==> src/rtl/register_file_sb.sv <==
// -----------------------------------------------------------------------------
// register_file_sb
//   General-purpose register file for the picoMIPS datapath with a pending-write
//   scoreboard. Two combinational read ports (d, s) and one synchronous write
//   port. Each register carries a busy bit that the issue stage sets through
//   the reserve port and that the writeback stage clears by writing.
//   Options: hardwired-zero R0 (ZERO_REG) and write->read bypass (BYPASS).
//
// Ports
//   clk              clock, all state updates on posedge
//   reset            asynchronous active-high clear of data and busy bits
//   writeEnIn        write strobe (writeback)
//   wAddressIn       write address
//   dataIn           write data
//   dAddressIn       read port d address
//   sAddressIn       read port s address
//   reserveEnIn      mark reserveAddressIn as pending write (issue)
//   reserveAddressIn register to reserve
//   dOut / sOut      read data, ports d and s
//   dBusyOut/sBusyOut addressed register has a pending write
//   stallOut         dBusyOut | sBusyOut
//   busyVectorOut    registered scoreboard bits, bit i = register i
// -----------------------------------------------------------------------------
module register_file_sb #(
    parameter int N        = 8,
    parameter int R_SIZE   = 3,
    parameter int ZERO_REG = 1,
    parameter int BYPASS   = 1
) (
    input  logic                 clk,
    input  logic                 reset,
    input  logic                 writeEnIn,
    input  logic [R_SIZE-1:0]    wAddressIn,
    input  logic [N-1:0]         dataIn,
    input  logic [R_SIZE-1:0]    dAddressIn,
    input  logic [R_SIZE-1:0]    sAddressIn,
    input  logic                 reserveEnIn,
    input  logic [R_SIZE-1:0]    reserveAddressIn,
    output logic [N-1:0]         dOut,
    output logic [N-1:0]         sOut,
    output logic                 dBusyOut,
    output logic                 sBusyOut,
    output logic                 stallOut,
    output logic [2**R_SIZE-1:0] busyVectorOut
);

    localparam int DEPTH = 2**R_SIZE;

    logic [N-1:0]      w_regs [DEPTH];
    logic [DEPTH-1:0]  w_busy;

    // One storage element plus busy bit per register. The array uses an async
    // reset and two read ports, so it is built from flops rather than RAM.
    genvar gi;
    generate
        for (gi = 0; gi < DEPTH; gi++) begin : g_reg
            if (ZERO_REG != 0 && gi == 0) begin : g_zero
                assign w_regs[gi] = '0;
                assign w_busy[gi] = 1'b0;
            end else begin : g_store
                logic [N-1:0] r_data;
                logic         r_busy;
                logic         w_wr_hit;
                logic         w_rsv_hit;

                assign w_wr_hit  = writeEnIn   && (wAddressIn       == R_SIZE'(gi));
                assign w_rsv_hit = reserveEnIn && (reserveAddressIn == R_SIZE'(gi));

                always_ff @(posedge clk or posedge reset) begin
                    if (reset) begin
                        r_data <= '0;
                        r_busy <= 1'b0;
                    end else begin
                        if (w_wr_hit) begin
                            r_data <= dataIn;
                        end
                        // A new reservation outranks the completing write:
                        // the register stays pending for the newer producer.
                        if (w_rsv_hit) begin
                            r_busy <= 1'b1;
                        end else if (w_wr_hit) begin
                            r_busy <= 1'b0;
                        end
                    end
                end

                assign w_regs[gi] = r_data;
                assign w_busy[gi] = r_busy;
            end
        end
    endgenerate

    // Read ports: index 0 = d, index 1 = s.
    logic [R_SIZE-1:0] w_rd_addr [2];
    logic [N-1:0]      w_rd_data [2];
    logic              w_rd_busy [2];

    assign w_rd_addr[0] = dAddressIn;
    assign w_rd_addr[1] = sAddressIn;

    generate
        for (gi = 0; gi < 2; gi++) begin : g_port
            always_comb begin
                w_rd_data[gi] = w_regs[w_rd_addr[gi]];
                w_rd_busy[gi] = w_busy[w_rd_addr[gi]];
                // Forwarded data is by definition no longer pending.
                if (BYPASS != 0 && writeEnIn && (wAddressIn == w_rd_addr[gi])) begin
                    w_rd_data[gi] = dataIn;
                    w_rd_busy[gi] = 1'b0;
                end
                // Hardwired zero wins over forwarding of a write to R0.
                if (ZERO_REG != 0 && w_rd_addr[gi] == '0) begin
                    w_rd_data[gi] = '0;
                    w_rd_busy[gi] = 1'b0;
                end
            end
        end
    endgenerate

    assign dOut          = w_rd_data[0];
    assign sOut          = w_rd_data[1];
    assign dBusyOut      = w_rd_busy[0];
    assign sBusyOut      = w_rd_busy[1];
    assign stallOut      = w_rd_busy[0] | w_rd_busy[1];
    assign busyVectorOut = w_busy;

endmodule

==> config.mk <==
export PLATFORM = sky130hd
export DESIGN_NAME = register_file_sb
export DESIGN_NICKNAME = d
export VERILOG_FILES = /design/src/rtl/register_file_sb.sv
export SDC_FILE = /design/constraint.sdc
export NUM_CORES = 1
export LEC_CHECK = 0
export ABC_CLOCK_PERIOD_IN_PS = 2400
export CORE_MARGIN = 5
export CORE_UTILIZATION = 35
export CTS_CLUSTER_DIAMETER = 60
export CTS_CLUSTER_SIZE = 28
export DETAILED_ROUTE_END_ITERATION = 10
export SYNTH_ARGS = -nofsm -noshare
export SYNTH_HDL_FRONTEND = slang
export SYNTH_SLANG_ARGS = --single-unit
==> constraint.sdc <==
create_clock -name clk -period 2.4 [get_ports clk]
set_input_delay 0.6 -clock clk [delete_from_list [all_inputs] [get_ports clk]]
set_output_delay 0.6 -clock clk [all_outputs]
set_load 0.03 [all_outputs]
[Word level (Yosys, flattened, before mapping)]
Cells that the tools add are included.
Word-level totals
  flip-flop bits (word level): 63
  bits in latches: 0
  bits in writable memories: 0
  bits in read-only memories: 0
  output and inout port bits: 27
  logic and storage cells: 94
  memories: 0
Operators by class
  $add $sub $neg: 0
  multipliers: 0
  divide/modulo/power cells: 0
  magnitude comparators: 4
  equality and inequality tests: 16
  shift operators: 0
  mux-type cells: 32
  bitwise gates (word level): 3
  reduce and logical (&&, ||, !) cells: 25
Operators by type and width (number)
  $mux 8: 8
  $bmux 8 s3: 2
  $eq 3x3->1 const B: 8
  $mux 1: 20
  $logic_and 1x1->1: 16
  $reduce_bool 2->1: 7
  $eq 3x2->1 const B: 4
  $ge 4x4->1 const B: 2
  $lt 3x4->1 const B: 2
  $not 3->4: 2
  $bmux 1 s3: 2
  $eq 3x1->1 const B: 2
  $eq 3x3->1: 2
  $logic_not 3->1: 2
  $or 1x1->1: 1

[Longest topological paths before layout]
Gate-level depths: netlist of run 1.
  depth after elaboration: 6
  mapped depth: 7
  gate-level depth less buffers: 4

[Worst setup path before layout of run 1]
No wires, ideal clock.
  path type: input port to output port
  start: in wAddressIn[1]
  end: out sOut[6]
  data arrival time: 2.104 ns
  data required time: 1.800 ns
  path slack: -0.304 ns
  cell stages on the path: 4
  cells stage by stage: buf_4 > xnor2_1 > nand4_1 > o32ai_1
Between the ends
  word-level cells in the longest chain between the ends: 4
RTL lines
  start: declaration: RTL line 33  | input logic [R_SIZE-1:0] wAddressIn,
  $eq 3x3->1: RTL line 107  | if (BYPASS != 0 && writeEnIn && (wAddressIn == w_rd_addr[gi])) begin
  $logic_and 1x1->1: RTL line 107
  $mux 8: RTL line 107
  $mux 8: RTL line 112  | if (ZERO_REG != 0 && w_rd_addr[gi] == '0) begin
  end: declaration: RTL line 40  | output logic [N-1:0] sOut,
Every way passes these cells.

[Worst setup path after layout of run 1]
  start: in dAddressIn[2]
  end: out dOut[7]
Between the ends
  word-level cells in the longest chain between the ends: 6
  elaborated cells between the ends (all ways): 9
  classes of those cells: eq/ne: 1; mux: 5; bitwise: 1; reduce/logical: 2
RTL lines
  start: declaration: RTL line 35  | input logic [R_SIZE-1:0] dAddressIn,
  $not 3->4 (implied by the code): RTL line 104  | w_rd_data[gi] = w_regs[w_rd_addr[gi]];
  $bmux 8 s3: RTL line 104
  $mux 8 (implied by the code) (2 in series): RTL line 104
  $mux 8: RTL line 107
  $mux 8 *: RTL line 112
  end: declaration: RTL line 39  | output logic [N-1:0] dOut,
Mark *: on every way between the ends. The rest lies on a longest branch, timed or not. The select of a mux whose other input is x is not followed.

==> results.py, run 1 <==
metrics = {
    "worst_setup_path": {
        "startpoint": "dAddressIn[2]",
        "worst_ep_arrival_time_ns": 2.07,
        "critical_path.reg2reg.endpoint": "g_reg[5].g_store.r_busy",
        "r2r.worst_path.cells": 4,
        "regToRegStartpoint": "g_reg[5].g_store.r_busy",
        "critical_path_class": "input port to output port",
        "required_ns": 1.80,
        "endpoint_kind": "output port",
        "critical_path.endpoint": "dOut[7]",
        "cp_max_fo": 15,
        "start_kind": "input port",
        "ff2ff_setup_slack_ns": 1.50,
    },
    "synthesis": {
        "synth_cell_types": 43,
        "syn-cell-area_sq_um": 3860,
        "yosysTopAreaCellShare": 0.408,
        "ys_ff_latch": 63,
        "avgSynthCellArea_sq_um": 11.5,
        "synth_common_cells": "dfrtp_1, mux2_2, mux2i_1",
        "async_reset_ff_frac": 1.00,
        "yosys_warnings": 0,
        "syn_inst": 337,
        "synth_area_leaders": "dfrtp_1, mux2_2, mux2i_1",
        "yosysTopAreaCell": "dfrtp_1",
        "synthFlopType": "dfrtp_1",
        "ys_seq_area_frac": 0.408,
        "synthesis.nets": 361,
        "synth.most_common_cell": "dfrtp_1",
        "synth_edf_count": 0,
    },
    "grt": {
        "antenna_found_initial": 0,
        "grt-ovfl-total": 0,
        "grt_pass1_vias": 3787,
        "grt_pass1_wl_mm": 20.8,
        "grtUsageTotal": 0.207,
        "grt_max_degree": 42,
    },
    "detailed_routing": {
        "drc": 0,
        "wl_per_cell_um": 20.9,
        "drtIter0Drc": 190,
        "drt_first_pass_iters": 5,
        "postRouteAntennaNets": 0,
        "wl_mm": 13.1,
        "via_per_inst": 5.45,
        "vias": 3428,
    },
    "place": {
        "portBuffers": 49,
        "pre_cts_ws_ns": -0.974,
        "dp_hpwl_mm": 9.12,
        "dpl.cell_count": 602,
        "finalWeightedCongestion": 0.884,
    },
    "sta": {
        "period_share": 1.11,
        "period_minus_slack_ns": 2.67,
        "drv_slew": 0,
        "finalSetupTns_ns": -2.86,
        "fin_skew_ns": 0,
        "fin_ws_ns": -0.268,
        "rsz0062_at_grt": "true",
        "max_slew_margin": 0.643,
        "max_freq_mhz": 375,
        "setup_viol_count_final": 17,
        "worst_slew_pin_slew_ns": 0.534,
        "hold_violations": 0,
    },
    "final_layout": {
        "utilization": 0.582,
        "final_net_count": 508,
        "diodes": 0,
        "area_growth_syn_to_layout_pct": 63.3,
        "finalNonFillerCells": 629,
        "drive_gt1_frac": 0.607,
    },
    "floorplan": {
        "ios": 51,
        "row_count": 38,
        "die_h_um": 115,
        "core_area_sq_um": 10800,
        "die_w_um": 115,
        "fp.dieArea_sq_um": 13200,
        "initial_utilization": 0.356,
    },
    "clocking": {
        "h-tree-depth": 3,
        "numCtsBuffers": 9,
        "hold_buffers": 0,
        "root_buffer": "clkbuf_8",
        "clk_pin_slew_ns": 0.07,
        "clock_sinks": 63,
        "clk_path_buf_depth": 2,
        "tritoncts": "done",
        "clock_latency_ns": 0.36,
    },
    "power": {
        "leakage_nw": 2.70,
        "power_density_nw_per_um2": 653,
        "power_mw": 4.12,
        "ir_drop_mv": 0.297,
    },
    "min_path": {
        "worstHoldPathCells": 2,
        "hold_path_class": "flip-flop to flip-flop",
    },
    "run": {
        "cap_violations": 0,
    },
    "outcome": {
        "status": "finished with violations",
        "violations": "negative setup slack",
    },
}
## final cells by class
class,count,area (sq um)
clock buffer,12,145
fill,864,4530
inverter,12,45.0
sequential,63,1580
timing repair buffer,162,1560
tap,140,175
multi-input combinational,236,2760
clock inverter,4,45.0
## worst max-delay path: stages
cell	delay (ns)
buf_2	0.14
buf_4	0.27
buf_4	0.17
mux2i_1	0.23
o22ai_1	0.12
a221oi_1	0.29
o2bb2ai_2	0.09
buf_6	0.14
## kinds of logic (layout without fill, tap and decap cells)
family / Yosys count / count (layout) / synth area share
multiplexers: 98 / 98 / 0.293
AND/OR/NAND/NOR: 64 / 64 / 0.0952
AO/OA/AOI/OAI: 65 / 65 / 0.125
XOR/XNOR: 8 / 8 / 0.0181
buffers and inverters: 38 / 190 / 0.0596
other: 1 / 1 / 0.000971
flip-flops: 63 / 63 / 0.408
## worst min-delay path by stage
stage / slack (ns) / to / from
6_report: 0.52 / g_reg[6].g_store.r_data[6] / g_reg[6].g_store.r_data[6]
5_1_grt: 0.55 / g_reg[2].g_store.r_data[3] / g_reg[2].g_store.r_data[3]
4_1_cts: 0.53 / g_reg[7].g_store.r_data[3] / g_reg[7].g_store.r_data[3]
3_5_place_dp: 0.51 / g_reg[5].g_store.r_data[6] / g_reg[5].g_store.r_data[6]
3_3_place_gp: 0.49 / g_reg[3].g_store.r_data[6] / g_reg[3].g_store.r_data[6]
2_1_floorplan: 0.47 / g_reg[3].g_store.r_data[6] / g_reg[3].g_store.r_data[6]
## layer usage
metal	vias up	track usage	wire (um)	part of all wire
met5	-	0	0	0
met2	130	0.348	6610	0.50
met3	23	0.0447	962	0.073
li1	1572	-	-	-
met4	0	0.0782	268	0.020
met1	1703	0.261	5280	0.40
## layout by cell type (no fill, tap or decap), types with 5 or more instances in the layout
| cell | instances |
|---|---|
| buf_4 | 90 |
| dfrtp_1 | 63 |
| mux2_2 | 59 |
| buf_6 | 29 |
| mux2i_1 | 26 |
| clkdlybuf4s50_1 | 19 |
| nand2_1 | 18 |
| o22ai_1 | 12 |
| clkbuf_8 | 10 |
| buf_12 | 10 |
| o21ai_0 | 9 |
| inv_1 | 8 |
| nor2_1 | 8 |
| buf_8 | 8 |
| o2bb2ai_4 | 7 |
| mux4_2 | 6 |
| a221oi_2 | 6 |
| nand2b_1 | 5 |
| nor3_2 | 5 |
| o22ai_2 | 5 |
## repair_timing
item,CTS,global route
gates cloned,1,0
setup endpoints to repair,19,19
buffers inserted,17,0
resized for setup,175,40
pin swaps,28,23
## report_power, final
group          internal (mW)  switching [mW]
clock                  0.503           0.424
sequential              1.29           0.205
combinational          0.901           0.793
total                   2.70            1.42
## state kept, by name (all words and copies together), names as in the netlist
name,flops
g.g_store.r_data,56
g.g_store.r_busy,7
## stage by stage
stage               instance area (sq um)  hold slack (ns)
floorplan                            4030            0.466
global placement                     5320            0.489
detailed placement                   5320            0.514
CTS                                  6180            0.529
global route                         6310            0.551
finish                               6310            0.519
Power figures use the tool's default switching activity.
==> run 2, diff against run 1 <==
CORE_MARGIN = unset   (was 5)
CTS_CLUSTER_SIZE = unset   (was 28)
==> run 2 against run 1 <==
  * The run still ends with negative setup slack left
  * Critical path depth unchanged
  * Die area shrank 13%
  * Sequential power about the same
  * Critical path type unchanged
  * Critical endpoint is now dOut[4]
  * Largest power group unchanged
==> results.py, run 2 (synthesis results as in run 1) <==
metrics = {
    "final_layout": {
        "largest_reg_flops": 56,
        "regMostFlops": "g.g_store.r_data",
        "final_net_count": 507,
        "drive_gt1_frac": 0.611,
        "finalNonFillerCells": 624,
        "top_regs": "g.g_store.r_data: 56 flops, g.g_store.r_busy: 7 flops",
        "final_common_cell": "buf_4",
        "area_growth_syn_to_layout_pct": 60.8,
        "diodes": 0,
        "layout_common_cells": "buf_4, dfrtp_1, mux2_2, buf_6, mux2i_1",
    },
    "place": {
        "portBuffers": 49,
        "pre_cts_ws_ns": -1.01,
        "dpl.cell_count": 599,
        "finalWeightedCongestion": 0.869,
        "dp_hpwl_mm": 8.89,
    },
    "sta": {
        "period_share": 1.11,
        "fin_skew_ns": 0,
        "fin_ws_ns": -0.272,
        "max_freq_mhz": 374,
        "period_minus_slack_ns": 2.67,
        "hold_violations": 0,
        "rsz0062_at_grt": "true",
        "setup_viol_count_final": 17,
        "drv_slew": 0,
    },
    "floorplan": {
        "core_area_sq_um": 10500,
        "ios": 51,
        "fp.dieArea_sq_um": 11500,
        "die_w_um": 107,
        "initial_utilization": 0.368,
        "row_count": 37,
        "die_h_um": 107,
    },
    "detailed_routing": {
        "via_per_inst": 5.51,
        "wl_per_cell_um": 20.1,
        "drt_first_pass_iters": 4,
        "drc": 0,
        "wl_mm": 12.6,
        "postRouteAntennaNets": 0,
        "drtIter0Drc": 191,
        "vias": 3436,
    },
    "worst_setup_path": {
        "critical_path_class": "input port to output port",
        "cp_max_fo": 8,
        "start_kind": "input port",
        "endpoint_kind": "output port",
        "worst_ep_arrival_time_ns": 2.07,
        "required_ns": 1.80,
    },
    "clocking": {
        "tritoncts": "done",
        "clk_pin_slew_ns": 0.08,
        "numCtsBuffers": 9,
        "clock_latency_ns": 0.37,
        "clk_path_buf_depth": 2,
        "root_buffer": "clkbuf_8",
        "clock_sinks": 63,
        "h-tree-depth": 3,
    },
    "run": {
        "cap_violations": 0,
    },
    "power": {
        "ir_drop_mv": 0.308,
        "power_density_nw_per_um2": 676,
        "leakage_nw": 2.67,
    },
    "grt": {
        "antenna_found_initial": 0,
        "grt_max_degree": 34,
        "grtUsageTotal": 0.236,
        "grt_pass1_wl_mm": 20.2,
        "grt-ovfl-total": 0,
        "grt_pass1_vias": 3679,
    },
    "outcome": {
        "status": "finished with violations",
        "violations": "negative setup slack",
    },
    "min_path": {
        "hold_path_class": "input port to asynchronous set/reset pin",
    },
}
## run 2: cell count changes in the layout (fill, tap and decap cells not counted), sizes merged
cell / change
dlymetal6s2s: -1
clkbuf: -3
clkdlybuf4s50: +1
clkinvlp: +2
clkdlybuf4s15: -1
bufinv: +1
## run 2: critical path: stages
cell	delay (ns)
buf_8	0.10
buf_6	0.11
or3b_1	0.35
a211o_1	0.30
a21oi_4	0.15
buf_12	0.17
o2bb2ai_4	0.13
buf_6	0.15
## run 2: layer usage
layer / wire length, um / share of wire / track usage
met2: 5980 / 0.48 / 0.377
met4: 297 / 0.024 / 0.0949
met3: 516 / 0.041 / 0.0316
met5: 0 / 0 / 0
met1: 5770 / 0.46 / 0.323
## run 2: cell type report
cell class,instances,area [sq um]
tap,136,170
inverter,12,45.0
multi-input combinational,236,2690
timing repair buffer,161,1510
clock inverter,7,97.6
clock buffer,9,124
fill,839,4300
sequential,63,1580
## run 2: stage by stage
stage	total power [mW]	instance area (sq um)	TNS [ns]	hold WS [ns]	util
2_1_floorplan	2.31	4030	-0.681	0.466	-
3_3_place_gp	2.83	5300	-15.17	0.486	0.504
3_5_place_dp	2.87	5300	-15.15	0.509	0.504
4_1_cts	4.14	6090	-3.70	0.463	0.580
5_1_grt	4.38	6210	-3.88	0.480	0.591
6_report	4.20	6210	-3.31	0.460	0.591
## run 2: report_power, final
group	leakage, nW	switching [mW]	internal, mW
sequential	0.756	0.209	1.29
combinational	1.81	0.767	0.864
clock	0.105	0.482	0.586
## run 2: worst paths after layout
kind,start,cells past startpoint,end,slack [ns]
min in group clk,g_reg[3].g_store.r_data[6],2,g_reg[3].g_store.r_data[6],0.51
hold / removal,reset,2,g_reg[7].g_store.r_data[2],0.46
hold reg to reg,g_reg[3].g_store.r_data[6],2,g_reg[3].g_store.r_data[6],0.51
setup reg to reg,g_reg[5].g_store.r_data[7],2,g_reg[5].g_store.r_data[7],1.48
max in group asynchronous,reset,3,g_reg[3].g_store.r_data[6],1.48
setup / recovery,wAddressIn[2],8,dOut[4],-0.27
## run 2: repair_timing
item                       CTS  global route
setup endpoints to repair   19            19
cloned                       1             0
setup buffers               13             1
hold buffers                 0             0
gates resized for setup    174            27
pin swaps                   22            17
hold endpoints to repair     0             0
==> run 3, diff against run 2 <==
GPL_ROUTABILITY_DRIVEN = 0   (was unset)
==> results of run 3 <==
Final layout, timing and power as in run 2 (identical DEF).
